## src/rtl/fifo_ctrl.sv

```systemverilog
// fifo_ctrl: pointer and flag sequencer for an external 2^W-entry register file.
// Define FIFO_LEVEL_EN to add the registered count and almost_full outputs.
module fifo_ctrl #(
   parameter int W        = 3,
   parameter int AF_LEVEL = 6
) (
   input  logic         clk,
   input  logic         rst,
   input  logic         wr,
   input  logic         rd,
   output logic         wr_en,
   output logic [W-1:0] w_addr,
   output logic [W-1:0] r_addr,
   output logic         empty,
`ifdef FIFO_LEVEL_EN
   output logic [W:0]   count,
   output logic         almost_full,
`endif
   output logic         full
);

   logic [W-1:0] w_addr_q, w_addr_d;
   logic [W-1:0] r_addr_q, r_addr_d;
   logic         empty_q, empty_d;
   logic         full_q, full_d;
   logic         push, pop;
   logic [W-1:0] w_addr_inc, r_addr_inc;

   // A full FIFO still takes a push when a pop frees the head slot in the same cycle.
   assign push       = wr & (~full_q | rd);
   assign pop        = rd & ~empty_q;
   assign w_addr_inc = w_addr_q + W'(1);
   assign r_addr_inc = r_addr_q + W'(1);

   always_comb begin
      w_addr_d = w_addr_q;
      r_addr_d = r_addr_q;
      empty_d  = empty_q;
      full_d   = full_q;
      if (push) w_addr_d = w_addr_inc;
      if (pop)  r_addr_d = r_addr_inc;
      if (push && !pop) begin
         empty_d = 1'b0;
         full_d  = (w_addr_inc == r_addr_q);
      end else if (pop && !push) begin
         full_d  = 1'b0;
         empty_d = (r_addr_inc == w_addr_q);
      end
   end

   always_ff @(posedge clk or negedge rst) begin
      if (!rst) begin
         w_addr_q <= '0;
         r_addr_q <= '0;
         empty_q  <= 1'b1;
         full_q   <= 1'b0;
      end else begin
         w_addr_q <= w_addr_d;
         r_addr_q <= r_addr_d;
         empty_q  <= empty_d;
         full_q   <= full_d;
      end
   end

   assign wr_en  = push;
   assign w_addr = w_addr_q;
   assign r_addr = r_addr_q;
   assign empty  = empty_q;
   assign full   = full_q;

`ifdef FIFO_LEVEL_EN
   localparam logic [W:0] AF_THRESH = (W+1)'(AF_LEVEL);

   logic [W:0] count_q, count_d;
   logic       almost_full_q, almost_full_d;

   // almost_full is derived from the next count so both registers agree every cycle.
   always_comb begin
      count_d = count_q;
      if (push && !pop)      count_d = count_q + (W+1)'(1);
      else if (pop && !push) count_d = count_q - (W+1)'(1);
      almost_full_d = (count_d >= AF_THRESH);
   end

   always_ff @(posedge clk or negedge rst) begin
      if (!rst) begin
         count_q       <= '0;
         almost_full_q <= 1'b0;
      end else begin
         count_q       <= count_d;
         almost_full_q <= almost_full_d;
      end
   end

   assign count       = count_q;
   assign almost_full = almost_full_q;
`endif

endmodule

```

## config.mk

```make
export PLATFORM = sky130hd
export DESIGN_NAME = fifo_ctrl
export DESIGN_NICKNAME = d
export VERILOG_FILES = /design/src/rtl/fifo_ctrl.sv
export SDC_FILE = /design/constraint.sdc
export NUM_CORES = 1
export LEC_CHECK = 0
export BUFFER_PORTS_ARGS = -buffer_cell sky130_fd_sc_hd__buf_4
export CAP_MARGIN = 0
export CELL_PAD_IN_SITES_DETAIL_PLACEMENT = 0
export CELL_PAD_IN_SITES_GLOBAL_PLACEMENT = 1
export CORE_AREA = 2 2 39 41
export DETAILED_ROUTE_END_ITERATION = 10
export DIE_AREA = 0 0 41 43
export PLACE_DENSITY = 0.69
export SYNTH_ARGS = -nofsm -noshare
export SYNTH_HDL_FRONTEND = slang
export SYNTH_SLANG_ARGS = --single-unit
```

## constraint.sdc

```tcl
create_clock -name clk -period 1.8 [get_ports clk]
set_input_delay 0.36 -clock clk [delete_from_list [all_inputs] [get_ports clk]]
set_output_delay 0.36 -clock clk [all_outputs]
set_load 0.1 [all_outputs]
```

==> results.md <==
* Vias in the first global route at 300
* Setup crit end kind: output pin
* Fin nets at 62
* #FFs+latches synth at 8
* Via density at 4.44
* Final setup margin at 0.0850 ns
* Largest net degree at the start of global routing at 9
* Max_cap viols at 0
* Post-Synthesis Cells at 37
* Critical Path AT at 1.35 ns
* Area delta synth->final at 44.2%
* I/O pins at 13
* DIE HEIGHT at 43 um
* Core Region at 1380 um^2
* Routed Wire Length at 855 um
* Syn Nets at 44
* Sequential share of the synthesized area at 47.8%
* Critical Path RT at 1.44 ns
* H-tree lvl count at 1
* CP max-delay cell: dfrtp_4
* DRT Pass-1 Iters at 1
* Footprint of the multi-input gates at 239 um^2
* Die ar. at 1760 um^2
* Max Freq at 583 MHz
* Avg Inst Size Synth at 11.4 um^2
* Register Area at 205 um^2
* Vias at 311
* Setup Skew at 0.00253 ns
* Mean routed wirelength per cell at 12.2 um
* Bufs on Longest Clock Path at 2
* Residual DRC at 0
* Synth Warn # at 0
* Slowest stage delay, CP at 0.43 ns
* TritonCTS Sinks at 8
* Final count of pins violating max slew at 0
* DRT iter0 DRCs at 0
* Min-delay src: wr
* Synthesized area at 422 um^2
* Row cnt at 14
* Fraction of layout cells with a size suffix above 1 at 44.4%
* Post-CTS Setup Inserts at 0
* Status: finished clean
* Fill cells at 135
* CP Launch Point: full
* Antenna violations before repair at 0
* GPL Wtd Cong at 0.652
* Unrepaired setup endpoints after global routing: no
* CP max FO at 3
* CTS tree: built
* R2r startpoint: full
* Initial core utilization at 30.5%
* Period minus WS final at 1.71 ns
* Unique masters post-synth at 15
* Type of the worst min-delay path: primary input to flip-flop
* Grt ovf at 0
* Clock Pin Slew Worst Setup and Hold Paths at 0.06 ns
* Main synth FF type: dfrtp_1
* Worst Setup Start Kind: flip-flop
* # port buffers at 12
* Post-CTS sizing at 0
* EDFF count, synth at 0
* Ant diodes at 0
* WS Path Type: flip-flop to output pin
* Final Hold Fails at 0
* Setup WS pre-CTS at 0.215 ns
* Fin crit share at 95.3%
* First-pass GRT wire length at 1420 um
* Final antenna-violating net count at 0
* CP delay by family, top: buffers and inverters
* # setup viols final at 0
* FFs w/ async S/R, synth at 100%
* CTS Hold Bufs at 1
* Slew @ Worst Pin at 0.280 ns
* CP bufs+invs at 3
* TritonCTS buffer count at 3
* Max-slew headroom at 81.5%
* Crit-path cells: inv_4, o21ai_4, clkinvlp_4, buf_4
* Root buffer cell: clkbuf_4
* Overall routing resource usage at 13.2%
* Die Wd at 41 um
* Clock latency on the worst-skew pair at 0.25 ns
* DP Wirelength at 664 um
## registers in the layout, indices dropped and copies added, names as in the netlist
| register | flops |
|---|---|
| r_addr | 3 |
| w_addr | 3 |
| empty | 1 |
| full | 1 |
## per-stage QoR
stage	hold slack [ns]	TNS [ns]	utilization (%)	cells	cell area (um^2)
finish	0.430	0	43.9	70	608
detailed placement	0.189	0	41.3	65	572
CTS	0.420	0	43.9	70	608
floorplan	0.0644	-0.777	-	37	462
global placement	0.187	0	41.3	65	572
global route	0.436	0	43.9	70	608
## cell usage in the layout (no fill, tap or decap), drive strengths merged
cell / netlist / routed
clkinvlp: 0 / 1
a22o: 1 / 1
buf: 0 / 12
dlygate4sd3: 0 / 1
clkbuf: 0 / 4
o41ai: 1 / 1
dfstp: 1 / 1
nor2b: 1 / 1
mux2: 1 / 1
xnor2: 7 / 7
o211ai: 1 / 1
nor4: 1 / 1
xor2: 3 / 3
ha: 3 / 3
inv: 3 / 2
nand2: 6 / 6
dfrtp: 7 / 7
o21ai: 1 / 1
## per-layer routing
layer,share of wire (%),track usage (%)
met1,46,18.2
met2,43,15.6
met3,9.4,5.24
met4,1.6,10.0
met5,0,0
## logic make-up after synthesis
group / Yosys count / share of synthesized area (%)
AOI/OAI and AO/OA: 4 / 7.12
buffers and inverters: 3 / 2.67
adders and majority gates: 3 / 8.90
xor gates and xnor gates: 10 / 22.6
and+or+nand+nor: 8 / 8.31
muxes: 1 / 2.67
DFF: 8 / 47.8
## cell type report
cell class                 count  area share (%)
clock buffer                   4            4.32
sequential                     8            33.7
inverter                       3            2.88
tap                           16            3.29
multi-input combinational     26            39.3
timing repair buffer          13            16.5
## worst register-to-register path: cells and delay by family (launching register included)
kind            cells  cell delay (ns)
compound gates      2             0.37
fa+ha+maj           1             0.24
buf+inv             2             0.20
flops               1             0.43
simple gates        1             0.23
## synth_stat cells (2+ instances only)
library cell  n  share of area, %
inv_1         3               2.7
xor2_1        2               4.2
ha_1          3               8.9
dfrtp_1       7                42
nand2_1       6               5.3
xnor2_1       7                15
## worst paths after layout
kind,endpoint,slack (ns),cells after the start
worst max-delay path,wr_en,0.09,4
max in group asynchronous,empty,1.13,2
worst min register to register,w_addr[0],0.55,1
worst max register to register,empty,0.27,6
worst min-delay path,w_addr[0],0.43,3
min in group asynchronous,w_addr[2],0.46,2
Power is left out: the tool's default activity adds up to more than one toggle a clock period on the data nets, which glitch-free logic cannot reach.
